$ cat src/rtl/router_pkg.sv
// Shared definitions for the 1x3 router input-path controller.
package router_pkg;

    localparam int NUM_PORTS = 3;
    localparam int ADDR_W    = 2;
    localparam logic [ADDR_W-1:0] INVALID_ADDR = 2'b11;

    typedef enum logic [2:0] {
        DECODE_ADDRESS     = 3'd0,
        LOAD_FIRST_DATA    = 3'd1,
        LOAD_DATA          = 3'd2,
        LOAD_PARITY        = 3'd3,
        FIFO_FULL_STATE    = 3'd4,
        LOAD_AFTER_FULL    = 3'd5,
        WAIT_TILL_EMPTY    = 3'd6,
        CHECK_PARITY_ERROR = 3'd7
    } state_e;

    // The invalid address selects no FIFO.
    function automatic logic [NUM_PORTS-1:0] onehot(input logic [ADDR_W-1:0] a);
        logic [NUM_PORTS-1:0] r;
        r = '0;
        if (a != INVALID_ADDR) r[a] = 1'b1;
        return r;
    endfunction

endpackage

$ cat src/rtl/router_if.sv
// Source/register-stage/FIFO signal bundle seen by the router controller.
interface router_if;
    import router_pkg::*;

    logic                 pkt_valid;
    logic [ADDR_W-1:0]    data_in;
    logic [NUM_PORTS-1:0] fifo_full;
    logic [NUM_PORTS-1:0] fifo_empty;
    logic [NUM_PORTS-1:0] soft_reset;
    logic                 parity_done;
    logic                 low_pkt_valid;

    logic                 detect_add;
    logic                 lfd_state;
    logic                 ld_state;
    logic                 laf_state;
    logic                 full_state;
    logic                 rst_int_reg;
    logic                 write_enb_reg;
    logic                 busy;
    logic [NUM_PORTS-1:0] write_enb;
    logic                 fifo_full_sel;

    modport master (
        output pkt_valid, data_in, fifo_full, fifo_empty, soft_reset, parity_done, low_pkt_valid,
        input  detect_add, lfd_state, ld_state, laf_state, full_state, rst_int_reg,
               write_enb_reg, busy, write_enb, fifo_full_sel
    );

    modport slave (
        input  pkt_valid, data_in, fifo_full, fifo_empty, soft_reset, parity_done, low_pkt_valid,
        output detect_add, lfd_state, ld_state, laf_state, full_state, rst_int_reg,
               write_enb_reg, busy, write_enb, fifo_full_sel
    );

endinterface

$ cat src/rtl/router_ctrl.sv
// Packet sequencing FSM for the router input path: address latch, stage strobes,
// busy back-pressure and one-hot FIFO write enables.
module router_ctrl
    import router_pkg::*;
(
    input  logic     clk,
    input  logic     rst,
    router_if.slave  bus
);

    state_e            state, state_nxt;
    logic [ADDR_W-1:0] addr_q;
    logic              addr_ld;

    // Guarded per-port select so the invalid address never indexes past the vector.
    function automatic logic pick(input logic [NUM_PORTS-1:0] v, input logic [ADDR_W-1:0] a);
        return (a == INVALID_ADDR) ? 1'b0 : v[a];
    endfunction

    assign addr_ld = (state == DECODE_ADDRESS) && bus.pkt_valid && (bus.data_in != INVALID_ADDR);

    always_ff @(posedge clk) begin
        if (!rst) begin
            state  <= DECODE_ADDRESS;
            addr_q <= '0;
        end else begin
            state <= state_nxt;
            if (addr_ld) addr_q <= bus.data_in;
        end
    end

    always_comb begin
        state_nxt = state;
        if (state != DECODE_ADDRESS && pick(bus.soft_reset, addr_q)) begin
            state_nxt = DECODE_ADDRESS;
        end else begin
            case (state)
                DECODE_ADDRESS: begin
                    if (addr_ld)
                        state_nxt = pick(bus.fifo_empty, bus.data_in) ? LOAD_FIRST_DATA : WAIT_TILL_EMPTY;
                end
                WAIT_TILL_EMPTY: begin
                    if (pick(bus.fifo_empty, addr_q)) state_nxt = LOAD_FIRST_DATA;
                end
                LOAD_FIRST_DATA: state_nxt = LOAD_DATA;
                LOAD_DATA: begin
                    // A full FIFO wins over the parity byte; it is picked up after the stall.
                    if (pick(bus.fifo_full, addr_q)) state_nxt = FIFO_FULL_STATE;
                    else if (!bus.pkt_valid)         state_nxt = LOAD_PARITY;
                end
                FIFO_FULL_STATE: begin
                    if (!pick(bus.fifo_full, addr_q)) state_nxt = LOAD_AFTER_FULL;
                end
                LOAD_AFTER_FULL: begin
                    if (bus.parity_done)        state_nxt = DECODE_ADDRESS;
                    else if (bus.low_pkt_valid) state_nxt = LOAD_PARITY;
                    else                        state_nxt = LOAD_DATA;
                end
                LOAD_PARITY: state_nxt = CHECK_PARITY_ERROR;
                CHECK_PARITY_ERROR: begin
                    state_nxt = pick(bus.fifo_full, addr_q) ? FIFO_FULL_STATE : DECODE_ADDRESS;
                end
                default: state_nxt = DECODE_ADDRESS;
            endcase
        end
    end

    assign bus.detect_add    = (state == DECODE_ADDRESS);
    assign bus.lfd_state     = (state == LOAD_FIRST_DATA);
    assign bus.ld_state      = (state == LOAD_DATA);
    assign bus.laf_state     = (state == LOAD_AFTER_FULL);
    assign bus.full_state    = (state == FIFO_FULL_STATE);
    assign bus.rst_int_reg   = (state == CHECK_PARITY_ERROR);
    assign bus.write_enb_reg = (state == LOAD_DATA) || (state == LOAD_PARITY) ||
                               (state == LOAD_AFTER_FULL);
    assign bus.busy          = !((state == DECODE_ADDRESS) || (state == LOAD_DATA));
    assign bus.write_enb     = bus.write_enb_reg ? onehot(addr_q) : '0;
    assign bus.fifo_full_sel = pick(bus.fifo_full, addr_q);

endmodule
$ cat src/flat_wrapper.sv
// flat-port wrapper written by rule: the top's interface ports become plain ports
module router_ctrl_flat import router_pkg::*;
  (clk, rst, bus_pkt_valid, bus_data_in, bus_fifo_full, bus_fifo_empty, bus_soft_reset, bus_parity_done, bus_low_pkt_valid, bus_detect_add, bus_lfd_state, bus_ld_state, bus_laf_state, bus_full_state, bus_rst_int_reg, bus_write_enb_reg, bus_busy, bus_write_enb, bus_fifo_full_sel);
  router_if bus_i ();
  input  logic clk;
  input  logic rst;
  input wire logic [$bits(bus_i.pkt_valid)-1:0] bus_pkt_valid;
  input wire logic [$bits(bus_i.data_in)-1:0] bus_data_in;
  input wire logic [$bits(bus_i.fifo_full)-1:0] bus_fifo_full;
  input wire logic [$bits(bus_i.fifo_empty)-1:0] bus_fifo_empty;
  input wire logic [$bits(bus_i.soft_reset)-1:0] bus_soft_reset;
  input wire logic [$bits(bus_i.parity_done)-1:0] bus_parity_done;
  input wire logic [$bits(bus_i.low_pkt_valid)-1:0] bus_low_pkt_valid;
  output wire logic [$bits(bus_i.detect_add)-1:0] bus_detect_add;
  output wire logic [$bits(bus_i.lfd_state)-1:0] bus_lfd_state;
  output wire logic [$bits(bus_i.ld_state)-1:0] bus_ld_state;
  output wire logic [$bits(bus_i.laf_state)-1:0] bus_laf_state;
  output wire logic [$bits(bus_i.full_state)-1:0] bus_full_state;
  output wire logic [$bits(bus_i.rst_int_reg)-1:0] bus_rst_int_reg;
  output wire logic [$bits(bus_i.write_enb_reg)-1:0] bus_write_enb_reg;
  output wire logic [$bits(bus_i.busy)-1:0] bus_busy;
  output wire logic [$bits(bus_i.write_enb)-1:0] bus_write_enb;
  output wire logic [$bits(bus_i.fifo_full_sel)-1:0] bus_fifo_full_sel;
  assign bus_i.pkt_valid = bus_pkt_valid;
  assign bus_i.data_in = bus_data_in;
  assign bus_i.fifo_full = bus_fifo_full;
  assign bus_i.fifo_empty = bus_fifo_empty;
  assign bus_i.soft_reset = bus_soft_reset;
  assign bus_i.parity_done = bus_parity_done;
  assign bus_i.low_pkt_valid = bus_low_pkt_valid;
  assign bus_detect_add = bus_i.detect_add;
  assign bus_lfd_state = bus_i.lfd_state;
  assign bus_ld_state = bus_i.ld_state;
  assign bus_laf_state = bus_i.laf_state;
  assign bus_full_state = bus_i.full_state;
  assign bus_rst_int_reg = bus_i.rst_int_reg;
  assign bus_write_enb_reg = bus_i.write_enb_reg;
  assign bus_busy = bus_i.busy;
  assign bus_write_enb = bus_i.write_enb;
  assign bus_fifo_full_sel = bus_i.fifo_full_sel;
  router_ctrl u_core (.clk(clk), .rst(rst), .bus(bus_i));
endmodule
$ cat config.mk
export PLATFORM = sky130hd
export DESIGN_NAME = router_ctrl_flat
export DESIGN_NICKNAME = d
export VERILOG_FILES = /design/src/rtl/router_pkg.sv /design/src/rtl/router_if.sv /design/src/rtl/router_ctrl.sv /design/src/flat_wrapper.sv
export SDC_FILE = /design/constraint.sdc
export NUM_CORES = 1
export LEC_CHECK = 0
export ABC_AREA = 0
export BUFFER_PORTS_ARGS = -buffer_cell sky130_fd_sc_hd__buf_2
export CORE_MARGIN = 8
export CORE_UTILIZATION = 40
export CTS_BUF_LIST = sky130_fd_sc_hd__clkbuf_8
export CTS_CLUSTER_SIZE = 16
export DETAILED_ROUTE_END_ITERATION = 16
export GPL_TIMING_DRIVEN = 0
export PLACE_DENSITY = 0.75
export SYNTH_ARGS = -nofsm -noshare
export SYNTH_HDL_FRONTEND = slang
export SYNTH_SLANG_ARGS = --single-unit
$ cat constraint.sdc
create_clock -name clk -period 1.4 [get_ports clk]
set_input_delay 0 -clock clk [delete_from_list [all_inputs] [get_ports clk]]
set_output_delay 0 -clock clk [all_outputs]
set_load 0.01 [all_outputs]
# Word-level counts from Yosys, hierarchy flattened
# Index checks and enable logic that the tools add are counted.
[classes]
n_lt_le_gt_ge = 3
eq_ne = 15
muxes = 26
bitwise_logic = 1
reduce_logical = 12
[op_table]
columns = ["cell", "count"]
rows = [
  ["$mux 3", 10],
  ["$pmux 3 s8", 1],
  ["$eq 3x3->1 const B", 4],
  ["$mux 1", 10],
  ["$bmux 1 s2", 4],
  ["$eq 3x2->1 const B", 2],
  ["$lt 2x3->1 const B", 2],
  ["$ne 2x2->1 const B", 3],
  ["$eq 2x2->1 const B", 2],
  ["$logic_and 1x1->1", 4],
  ["$ne 2x1->1 const B", 2],
  ["$reduce_and 4->1", 1],
  ["$eq 3x1->1 const B", 1],
  ["$logic_not 3->1", 1],
  ["$logic_or 1x1->1", 3],
  ["$ne 3x2->1 const B", 1],
  ["$reduce_bool 3->1", 1],
  ["$demux 1 s2", 1],
  ["$ge 2x1->1 const B", 1],
  ["$reduce_or 2->1", 1],
  ["$logic_not 1->1", 1],
  ["$not 1->1", 1],
]
[totals]
reg_bits = 5
input_bits = 16
output_inout_bits = 12
elab_cells = 59

# Logic depth before layout (Yosys ltp)
[logic_depth]
depth_word = 6
mapped_depth = 7
mapped_depth_nobuf = 6

# Worst setup path after synthesis
# OpenSTA, ideal clock, no wires.
[synth_path]
path_kind = "register -> register"
startpoint = "reg u_core.addr_q[0]"
endpoint = "reg u_core.state[0]"
setup_time_ps = 117
arrival_ps = 1388
required_time_ps = 1283
path_slack_ps = -105
path_stages_with_launch = 8
n_path_buf = 1
synth_period_minus_slack_ps = 1505
cell_sequence = "dfxtp_1 buf_6 mux2i_2 a2bb2oi_2 inv_2 o22a_1 o21ai_2 and4b_1"
[synth_between]
elab_chain_len = 5
word_cells_on_any_way = 18
cone_classes = "eq/ne (4); mux (11); reduce/logical (3)"
[synth_lines]
columns = ["item", "line_no", "rtl"]
rows = [
  ["from (decl)", "router_ctrl.sv:12", "logic [ADDR_W-1:0] addr_q;"],
  ["from (signal assigned)", "router_ctrl.sv:28", "if (addr_ld) addr_q <= bus.data_in;"],
  ["$bmux 1 s2", "n/a", ""],
  ["$mux 1", "n/a", ""],
  ["$mux 1 (*)", "n/a", ""],
  ["net bus_fifo_full_sel", "flat_wrapper.sv:23", "output wire logic [$bits(bus_i.fifo_full_sel)-1:0] bus_fifo_full_sel;"],
  ["$mux 3, or another cell as far along", "router_ctrl.sv:48", "if (pick(bus.fifo_full, addr_q)) state_nxt = FIFO_FULL_STATE;"],
  ["$pmux 3 s8 or $reduce_and 4->1 (tied branches)", "n/a", ""],
  ["to (signal assigned)", "router_ctrl.sv:27", "state <= state_nxt;"],
  ["to (decl)", "router_ctrl.sv:11", "state_e state, state_nxt;"],
]
# Mark *: on every way through the listed nets, which the timed path passes. The rest lies on a longest branch. The select of a mux whose other input is x is not followed.
# A chain may end at the register's enable or synchronous reset.

# Final worst setup path
[layout_path]
startpoint = "reg u_core.addr_q[0]"
endpoint = "reg u_core.state[0]"
[layout_between]
elab_chain_len = 5
word_cells_on_any_way = 18
cone_classes = "eq/ne (4); mux (11); reduce/logical (3)"
[layout_lines]
columns = ["item", "line_no", "rtl"]
rows = [
  ["$bmux 1 s2", "router_ctrl.sv:17", "return (a == INVALID_ADDR) ? 1'b0 : v[a];"],
  ["$mux 1 (implied by the code)", "router_ctrl.sv:17", ""],
  ["$mux 1", "router_ctrl.sv:17", ""],
  ["$mux 3, or another cell as far along", "router_ctrl.sv:48", ""],
  ["$pmux 3 s8, or another cell as far along", "router_ctrl.sv:37", "case (state)"],
]
# Parallel ways exist; a longest one is shown, timed or not. The select of a mux whose other input is x is not followed.

==> metrics.csv <==
stage,metric,value,unit
power,peak supply drop,0.0009407,V
cts,"CTS clk-pin slew, worst paths",0.04,ns
placed_design,gp weighted congestion,0.8830,
yosys,"Top FF cell, synth",dfxtp_1,
power,post-layout power,1.880,mW
yosys,Post-Synthesis Cell Area,536.8,sq um
yosys,Synth Instances,74,
setup_path,reg2reg path depth,7,
cts,htree depth,1,
final_layout,Layout fillers,94,
floorplanning,Die X-Extent,52.63,um
cts,clk buf depth,2,
yosys,most area-consuming cells after synthesis,"dfxtp_1 (19%), nand2_1 (7.0%), o21ai_0 (6.5%)",
cts,CTS tree,built,
sta,Final Skew,0.0006038,ns
yosys,syn_nets,90,
global_route,gr usage total,12.78,%
setup_path,reg-to-reg endpoint,u_core.state[0]$_SDFFE_PP0P_,
route,1st-iter DRT viols,14,
power,P_leak,0.4351,nW
sta,RSZ-0062 raised after global routing,true,
sta,max_slew headroom,81.81,%
placed_design,pre-CTS WS,-0.2268,ns
floorplanning,core area,1285,sq um
yosys,"FFs w/ async S/R, synth",0,%
route,DRC viols,0,
sta,final-report setup violation count,5,
floorplanning,I/O pin count,28,
global_route,vias in the first global route,634,
setup_path,R2R Setup Slk,-0.17,ns
route,DRT antenna net count,0,
global_route,largest net degree at the start of global routing,11,
final_layout,Area Growth Syn to Fin,66.90,%
job,Max Cap Viol,0,
floorplanning,Core Rows,13,
yosys,Seq cells post-synth,5,
sta,max-slew violation count,0,
power,power per cell area,2099,nW/um^2
worst_hold_path,hold_sp,rst,
floorplanning,area of the die,2770,sq um
placed_design,post-DP HPWL,1.325,mm
yosys,"EDFF count, synth",0,
cts,clk sink count,5,
sta,final worst-path cycle share,112.5,%
yosys,area fraction of the dominant cell type after synthesis,18.65,%
final_layout,area of the multi-input gates,474.2,sq um
worst_hold_path,Worst Hold Path EP,u_core.addr_q[1]$_SDFFE_PN0P_,
placed_design,IO buf count,27,
setup_path,Worst Setup Start Kind,register,
cts,total CTS buffers,3,
final_layout,Non-Filler Instances,125,
global_route,initial antenna violation count,0,
status,violated checks,setup timing,
route,WL final,1.845,mm
global_route,gr ovfl total,0,
yosys,Syn Area/Cell,7.254,sq um
setup_path,crit-path max FO,5,
placed_design,Post-Place Cells,116,
sta,Final min period,1.574,ns
sta,Slew @ Worst Pin,0.2700,ns
setup_path,CP Data Required Time,1.51,ns
route,wire per inst,14.76,um
final_layout,Final nets,127,
final_layout,diodes inserted,0,
setup_path,Reg2Reg Launch Point,u_core.addr_q[0]$_SDFFE_PN0P_,
final_layout,FF/Latch Area,102.6,sq um
setup_path,"Data arrival, critical path",1.69,ns
worst_hold_path,WHS Path Cells,2,
status,outcome,"finished, violations left",
yosys,"Seq/Total Area, Yosys",18.65,%
global_route,first-pass GRT wire length,2.656,mm
route,drt pass-1 iters,4,
worst_hold_path,Hold/Removal Path Class,in -> reg,
yosys,Yosys warning count,0,
sta,final setup margin,-0.1744,ns
yosys,"area leader, netlist",dfxtp_1,
sta,fmax,0.6351,GHz
floorplanning,Initial Utilization,41.77,%
route,vias post-DR,693,
yosys,"Distinct cells, synth",36,
final_layout,share of cells above drive strength 1,54.55,%
sta,"Hold Vio Cnt, Final",0,
setup_path,CP Class,reg -> reg,
route,DR vias/cell,5.544,
cts,clock latency on the worst-skew pair,0.22,ns
floorplanning,die height,52.63,um
cts,root buf cell,clkbuf_8,
setup_path,Crit. End Element,register,
## cell type report
type	count	area share [%]
multi-input cells	59	52.93
repair buffers	33	21.23
flip-flops and latches	5	11.45
plain buffers	5	5.587
clock buffers	3	4.609
well taps	15	2.095
inverters	4	1.676
clock inverters	1	0.4190
## registers in the layout (all words and copies together) (netlist names)
| signal | cells |
|---|---|
| u_core.state | 3 |
| u_core.addr_q | 2 |
## routing by layer
layer	vias up	global-route usage [%]	wire, um
li1	336	-	-
met1	321	14.13	736
met2	29	20.55	909
met3	7	2.841	144
met4	0	9.914	55
met5	-	0	0
## power by group
part           leakage (nW)  switching, mW  internal [mW]  total, mW
registers            0.0418         0.0749          0.204      0.279
logic                 0.366          0.698          0.640       1.34
clock network        0.0269         0.0749          0.188      0.263
total                 0.435          0.848           1.03       1.88
## cells in the mapped netlist (2+ instances only)
cell and n:
nand3_1 3, clkbuf_1 3, and2_1 2, mux2i_1 3, dfxtp_1 5, inv_1 3
o21ai_0 7, o221a_2 2, nor3_1 2, nand2_1 10, buf_2 2, nor2b_1 3
nor2_1 5, nand3b_1 2
## critical path, cell delays in order (launching register included)
cell and delay (ns):
dfxtp_2 0.31, buf_6 0.11, mux2i_4 0.26, a2bb2oi_4 0.20
inv_2 0.07, o22a_1 0.17, o21ai_2 0.13, and4b_1 0.20
## how the worst max path moves through the flow
stage	start	to	slack, ns	cells after the start
after detailed placement	u_core.addr_q[0]$_SDFFE_PN0P_	u_core.state[0]$_SDFFE_PP0P_	-0.23	7
after floorplan	u_core.addr_q[0]$_SDFFE_PN0P_	u_core.state[0]$_SDFFE_PP0P_	-0.11	7
after global routing	u_core.addr_q[0]$_SDFFE_PN0P_	u_core.state[0]$_SDFFE_PP0P_	-0.23	7
final	u_core.addr_q[0]$_SDFFE_PN0P_	u_core.state[0]$_SDFFE_PP0P_	-0.17	7
after CTS	u_core.addr_q[0]$_SDFFE_PN0P_	u_core.state[0]$_SDFFE_PP0P_	-0.15	7
after global placement	u_core.addr_q[0]$_SDFFE_PN0P_	u_core.state[0]$_SDFFE_PP0P_	-0.19	7
## stage by stage
stage               utilization, %  instance area (sq um)  hold WS (ns)  setup TNS, ns
finish                       69.72                  895.9       0.04841        -0.5611
global placement             55.31                  710.7        0.2811        -0.4117
CTS                          63.88                  820.8       0.03673        -0.2642
global route                 69.72                  895.9       0.05000         -1.045
detailed placement           55.31                  710.7        0.2789        -0.5510
floorplan                        -                  556.8        0.1323        -0.1052
## cell usage in the layout (no fill, tap or decap), drive strengths merged, types with 2 or more instances in the layout
master | synthesis | routed
a2bb2oi | 2 | 2
and2 | 2 | 2
buf | 3 | 37
clkbuf | 3 | 4
dfxtp | 5 | 5
inv | 4 | 5
mux2i | 4 | 4
nand2 | 10 | 10
nand3 | 3 | 3
nand3b | 2 | 2
nor2 | 6 | 6
nor2b | 3 | 3
nor3 | 2 | 2
o21ai | 8 | 8
o221a | 2 | 2
## cell families (layout without fill, tap and decap cells)
family / after synthesis / count (layout) / synth area share (%)
muxes: 5 / 5 / 10.26
buffers and inverters: 10 / 46 / 8.857
and+or+nand+nor: 33 / 33 / 32.64
AOI/OAI and AO/OA: 21 / 21 / 29.61
DFF: 5 / 5 / 18.65
## repair_timing
| action | 4_1_cts | 5_1_grt |
|---|---|---|
| hold buffers | 0 | 0 |
| pin swaps | 2 | 4 |
| setup buffers | 2 | 4 |
| setup endpoints to repair | 10 | 10 |
| gates resized for setup | 12 | 10 |
No activity file was read; power rests on OpenSTA's default activity.
